## src/rtl/piso_serializer_if.sv

```systemverilog
// ---------------------------------------------------------------------------
// piso_serializer_if
//   Bundles the parallel load handshake and the serial line of the
//   piso_serializer into one port.
//
//   Signals:
//     data_in    [WIDTH-1:0]  parallel word offered by the producer
//     load_valid              producer offers data_in
//     load_ready              serializer can accept a word (idle)
//     sdata                   serial data line, registered
//     sframe                  high while a frame's bits are on sdata
//     done                    one-cycle pulse after the last bit period
//
//   Modports:
//     master  producer / line observer side (drives data_in, load_valid)
//     slave   serializer side (drives load_ready and the serial outputs)
// ---------------------------------------------------------------------------
interface piso_serializer_if #(
    parameter int WIDTH = 8
);
    logic [WIDTH-1:0] data_in;
    logic             load_valid;
    logic             load_ready;
    logic             sdata;
    logic             sframe;
    logic             done;

    modport master (
        output data_in,
        output load_valid,
        input  load_ready,
        input  sdata,
        input  sframe,
        input  done
    );

    modport slave (
        input  data_in,
        input  load_valid,
        output load_ready,
        output sdata,
        output sframe,
        output done
    );
endinterface

```

## src/rtl/piso_serializer.sv

```systemverilog
// ---------------------------------------------------------------------------
// piso_serializer
//   Parallel-in / serial-out transmitter. A WIDTH-bit word is taken through a
//   valid/ready handshake and shifted out on sdata, one bit per BIT_CYCLES
//   clock cycles, MSB or LSB first. sframe marks the bits of a frame and done
//   pulses for one cycle after the last bit period. The far end is a plain
//   D-flop chain acting as a SIPO receiver.
//
//   Optional feature (compile-time macro PISO_PARITY_EN):
//     When defined, an even-parity bit (XOR of the captured word) follows the
//     data bits for one more bit period, still inside sframe.
//     When undefined, no parity state or parity logic exists.
//
//   Parameters:
//     WIDTH       data word width, >= 2 (must match the interface WIDTH)
//     MSB_FIRST   1: bit WIDTH-1 first (shift left); 0: bit 0 first
//     BIT_CYCLES  clock cycles each serial bit is held, >= 1
//
//   Ports:
//     clk   system clock, rising edge
//     rst   synchronous reset, active low
//     bus   piso_serializer_if.slave: data_in, load_valid, load_ready,
//           sdata, sframe, done
//
//   sdata, sframe and done come straight from flops; load_ready is decoded
//   from the state register only.
// ---------------------------------------------------------------------------
module piso_serializer #(
    parameter int WIDTH      = 8,
    parameter bit MSB_FIRST  = 1'b1,
    parameter int BIT_CYCLES = 1
) (
    input  logic                clk,
    input  logic                rst,
    piso_serializer_if.slave    bus
);

    localparam int CW = (BIT_CYCLES > 1) ? $clog2(BIT_CYCLES) : 1;
    localparam int BW = $clog2(WIDTH + 1);

    localparam logic [1:0] ST_IDLE   = 2'd0;
    localparam logic [1:0] ST_SHIFT  = 2'd1;
`ifdef PISO_PARITY_EN
    localparam logic [1:0] ST_PARITY = 2'd2;
`endif

    logic [1:0]       state;
    logic [WIDTH-1:0] sreg;
    logic [BW-1:0]    bcnt;
    logic [CW-1:0]    ccnt;
    logic             sframe_q;
    logic             done_q;
`ifdef PISO_PARITY_EN
    logic             par_q;
    logic [WIDTH-1:0] par_vec;
`endif

    logic             bit_end;
    logic             last_bit;
    logic [WIDTH-1:0] shifted;

    // Terminal count of the per-bit cycle counter; constant 1 when
    // BIT_CYCLES=1 because the counter never leaves 0.
    assign bit_end  = (ccnt == CW'(BIT_CYCLES - 1));
    assign last_bit = (bcnt == BW'(WIDTH - 1));

    // The head of sreg is the bit on the line, so each advance moves the
    // next bit into the head position and back-fills with zero.
    assign shifted = MSB_FIRST ? {sreg[WIDTH-2:0], 1'b0}
                               : {1'b0, sreg[WIDTH-1:1]};

`ifdef PISO_PARITY_EN
    // Parity bit placed in the head position so sdata keeps tapping sreg.
    assign par_vec = MSB_FIRST ? {par_q, {(WIDTH-1){1'b0}}}
                               : {{(WIDTH-1){1'b0}}, par_q};
`endif

    always_ff @(posedge clk) begin
        if (!rst) begin
            state    <= ST_IDLE;
            sreg     <= '0;
            bcnt     <= '0;
            ccnt     <= '0;
            sframe_q <= 1'b0;
            done_q   <= 1'b0;
`ifdef PISO_PARITY_EN
            par_q    <= 1'b0;
`endif
        end else begin
            done_q <= 1'b0;
            case (state)
                ST_IDLE: begin
                    // load_ready is high in IDLE, so load_valid alone is the
                    // transfer condition here.
                    if (bus.load_valid) begin
                        state    <= ST_SHIFT;
                        sreg     <= bus.data_in;
                        bcnt     <= '0;
                        ccnt     <= '0;
                        sframe_q <= 1'b1;
`ifdef PISO_PARITY_EN
                        par_q    <= ^bus.data_in;
`endif
                    end
                end

                ST_SHIFT: begin
                    if (bit_end) begin
                        ccnt <= '0;
                        bcnt <= bcnt + BW'(1);
                        if (last_bit) begin
`ifdef PISO_PARITY_EN
                            state <= ST_PARITY;
                            sreg  <= par_vec;
`else
                            state    <= ST_IDLE;
                            sreg     <= '0;
                            sframe_q <= 1'b0;
                            done_q   <= 1'b1;
`endif
                        end else begin
                            sreg <= shifted;
                        end
                    end else begin
                        ccnt <= ccnt + CW'(1);
                    end
                end

`ifdef PISO_PARITY_EN
                ST_PARITY: begin
                    if (bit_end) begin
                        state    <= ST_IDLE;
                        ccnt     <= '0;
                        sreg     <= '0;
                        sframe_q <= 1'b0;
                        done_q   <= 1'b1;
                    end else begin
                        ccnt <= ccnt + CW'(1);
                    end
                end
`endif

                default: begin
                    // Unreachable encodings recover to a clean idle line.
                    state    <= ST_IDLE;
                    sreg     <= '0;
                    bcnt     <= '0;
                    ccnt     <= '0;
                    sframe_q <= 1'b0;
                end
            endcase
        end
    end

    assign bus.load_ready = (state == ST_IDLE);
    assign bus.sdata      = MSB_FIRST ? sreg[WIDTH-1] : sreg[0];
    assign bus.sframe     = sframe_q;
    assign bus.done       = done_q;

endmodule

```

## src/flat_wrapper.sv

```systemverilog
// flat-port wrapper written by rule: the top's interface ports become plain ports
module piso_serializer_flat 
#(
    parameter int WIDTH      = 8,
    parameter bit MSB_FIRST  = 1'b1,
    parameter int BIT_CYCLES = 1
)
  (clk, rst, bus_data_in, bus_load_valid, bus_load_ready, bus_sdata, bus_sframe, bus_done);
  piso_serializer_if #(.WIDTH(WIDTH)) bus_i ();
  input  logic clk;
  input  logic rst;
  input wire logic [$bits(bus_i.data_in)-1:0] bus_data_in;
  input wire logic [$bits(bus_i.load_valid)-1:0] bus_load_valid;
  output wire logic [$bits(bus_i.load_ready)-1:0] bus_load_ready;
  output wire logic [$bits(bus_i.sdata)-1:0] bus_sdata;
  output wire logic [$bits(bus_i.sframe)-1:0] bus_sframe;
  output wire logic [$bits(bus_i.done)-1:0] bus_done;
  assign bus_i.data_in = bus_data_in;
  assign bus_i.load_valid = bus_load_valid;
  assign bus_load_ready = bus_i.load_ready;
  assign bus_sdata = bus_i.sdata;
  assign bus_sframe = bus_i.sframe;
  assign bus_done = bus_i.done;
  piso_serializer #(.WIDTH(WIDTH), .MSB_FIRST(MSB_FIRST), .BIT_CYCLES(BIT_CYCLES)) u_core (.clk(clk), .rst(rst), .bus(bus_i));
endmodule
```

## config.mk

```make
export PLATFORM = sky130hd
export DESIGN_NAME = piso_serializer_flat
export DESIGN_NICKNAME = d
export VERILOG_FILES = /design/src/rtl/piso_serializer_if.sv /design/src/rtl/piso_serializer.sv /design/src/flat_wrapper.sv
export SDC_FILE = /design/constraint.sdc
export NUM_CORES = 1
export LEC_CHECK = 0
export ABC_CLOCK_PERIOD_IN_PS = 1500
export CORE_MARGIN = 2
export CORE_UTILIZATION = 41
export DETAILED_ROUTE_END_ITERATION = 8
export GPL_ROUTABILITY_DRIVEN = 0
export PLACE_DENSITY = 0.71
export SLEW_MARGIN = 10
export SYNTH_ARGS = -nofsm -noshare
export SYNTH_HDL_FRONTEND = slang
export SYNTH_SLANG_ARGS = --single-unit
```

## constraint.sdc

```tcl
create_clock -name clk -period 1.5 [get_ports clk]
set_input_delay 0.3 -clock clk [delete_from_list [all_inputs] [get_ports clk]]
set_output_delay 0.3 -clock clk [all_outputs]
set_load 0.05 [all_outputs]
```

==> metrics.txt <==
Yosys warnings 0; drt initial violations 9; hold_buf cts 0; Setup Skew 0.00212 ns; DP HPWL 866 um; Least-Margin Pin Slew 0.249 ns; Synth Cell Area 606 um2; # fillers 118; met3 wire len 41 um; crit-path max FO 8; Post-CTS Setup Bufs 0; fmax 735 MHz; routed length on met1 519 um; CP Launch Type register; DR DRC count 0; DIE AREA 1800 um2; I/O Buffers 14; Root Buffer clkbuf_4; Netlist cell types 20; vias per std cell 5.16; Setup Slack @ Placement 0.0700 ns; Avg Cell Area, Syn 10.6 um2; total wire length 1080 um; RSZ-0062 raised after global routing false; Final Setup Violations 0; total number of vias 470; worst setup path category register to primary output; relative slew slack 0.833; status finished clean; maxcap violations 0; Fin. Hold Viols 0; area grow syn2layout 38.0%; Pleak 0.351 nW; Cells after Synth 57; vias in the first global route 435; fin. max-slew vios 0; DIE HEIGHT 42.4 um; wire per inst 11.8 um; Clock Path Buffers 2; post-route ant nets 0; FF/Latch Area 280 um2; All-Layer GR Usage 0.143; highest routed layer met4; CP Data Arrival Time 1.06 ns; fraction of layout cells with a size suffix above 1 0.184; first-pass GRT wire length 1960 um; Setup TNS 0 ns; area of the multi-input gates 307 um2; total clock sinks 14; Final period util 0.908; Worst-Skew Late Latency 0.27 ns; Top Ports 15; Hold Slack 0.465 ns; Die W 42.4 um; initial antenna violation count 0; worst path required time 1.20 ns; Routed met2 length 504 um; highest ir drop seen on vdd 0.000702 V; post_cts resized 0; Core Footprint 1330 um2; Final WS setup 0.139 ns; power per cell area 962 nW/um2; CTS buffer count 3; r2r setup slk 0.28 ns; CTS tree done; post-layout min period 1.36 ns; Hold Path Class register to register; H-Tree Level Count 1; sequential share of the synthesized area 0.463; Starting Density 0.454; # diodes 0; synthesized net count 69; register bit total from synthesis 14; largest net degree at the start of global routing 9; Worst Setup End Kind primary output; final instance area 836 um2; # rows 13; nets 89; Post-DP Area 800 um2; DRT Pass-1 Iters 2; Clk pin slew, worst setup/hold paths 0.09 ns; gr ovfl total 0
critical path, cell delays in order, from the launching register on:
cell and delay, ns:
dfxtp_1 0.45, buf_4 0.20, buf_12 0.14
metrics by stage:
stage	power, mW	util	std cells
after floorplan	0.484	-	57
after global routing	0.855	0.627	91
after CTS	0.816	0.627	91
after global placement	0.544	0.599	87
final	0.804	0.627	91
after detailed placement	0.546	0.599	87
state kept, by name (all words and copies together), names as in the netlist:
register	flops
u_core.sreg	8
u_core.bus.done	1
u_core.state	1
u_core.bcnt	4
cell usage after synthesis (all sizes together):
cell type  instances  area (um2)
nor2               3        18.8
a21oi              3        15.0
o2bb2ai            7        61.3
nor2b              3        18.8
nand2              4        17.5
o211a              1        10.0
and3b              1        10.0
o21a               2        15.0
and3               1        6.26
mux2i              8        80.1
xor2               1        8.76
nor3b              3        22.5
dfxtp             14         280
buf                2        15.0
o21ai              1        5.00
inv                1        3.75
nand3              1        5.00
ha                 1        12.5
placed cells by master (no fill, tap or decap), types with 2 or more instances in the layout:
cell type,count
o21a_1,2
a21oi_1,3
nor2b_1,3
o2bb2ai_1,7
clkbuf_4,3
dfxtp_1,14
nor2_1,2
nor3b_1,3
clkdlybuf4s50_1,10
buf_4,4
nand2_1,3
mux2i_1,8
buf_12,3
kinds of logic after synthesis:
group	count (synthesis)	synth area share
AND/OR/NAND/NOR	16	0.163
AO/OA/AOI/OAI	14	0.176
flip-flops	14	0.463
multiplexers	8	0.132
buffers and inverters	3	0.0310
XOR/XNOR	1	0.0145
adder cells (fa/ha/maj)	1	0.0207
power breakdown:
| group | internal, mW | switching, mW |
|---|---|---|
| Sequential | 0.391 | 0.0147 |
| Clock | 0.147 | 0.120 |
| Combinational | 0.0704 | 0.0598 |
path summary, 6_finish.rpt:
check | to | start | cells after the start
setup / recovery | bus_sframe | u_core.state[0] | 2
hold / removal | u_core.sreg[3] | u_core.sreg[2] | 1
setup reg to reg | u_core.sreg[2] | u_core.bcnt[0] | 4
hold reg to reg | u_core.sreg[3] | u_core.sreg[2] | 1
layout make-up:
class / instances / area share
multi-input cells: 40 / 0.367
flip-flops and latches: 14 / 0.335
repair buffers: 17 / 0.228
clock buffers: 4 / 0.0434
well taps: 15 / 0.0225
inverters: 1 / 0.00449
routing by layer:
| metal | up-vias | global-route usage |
|---|---|---|
| li1 | 246 | - |
| met1 | 213 | 0.199 |
| met2 | 9 | 0.209 |
| met3 | 2 | 0.0388 |
| met4 | 0 | 0.0563 |
| met5 | - | 0 |
Power figures use the tool's default switching activity.
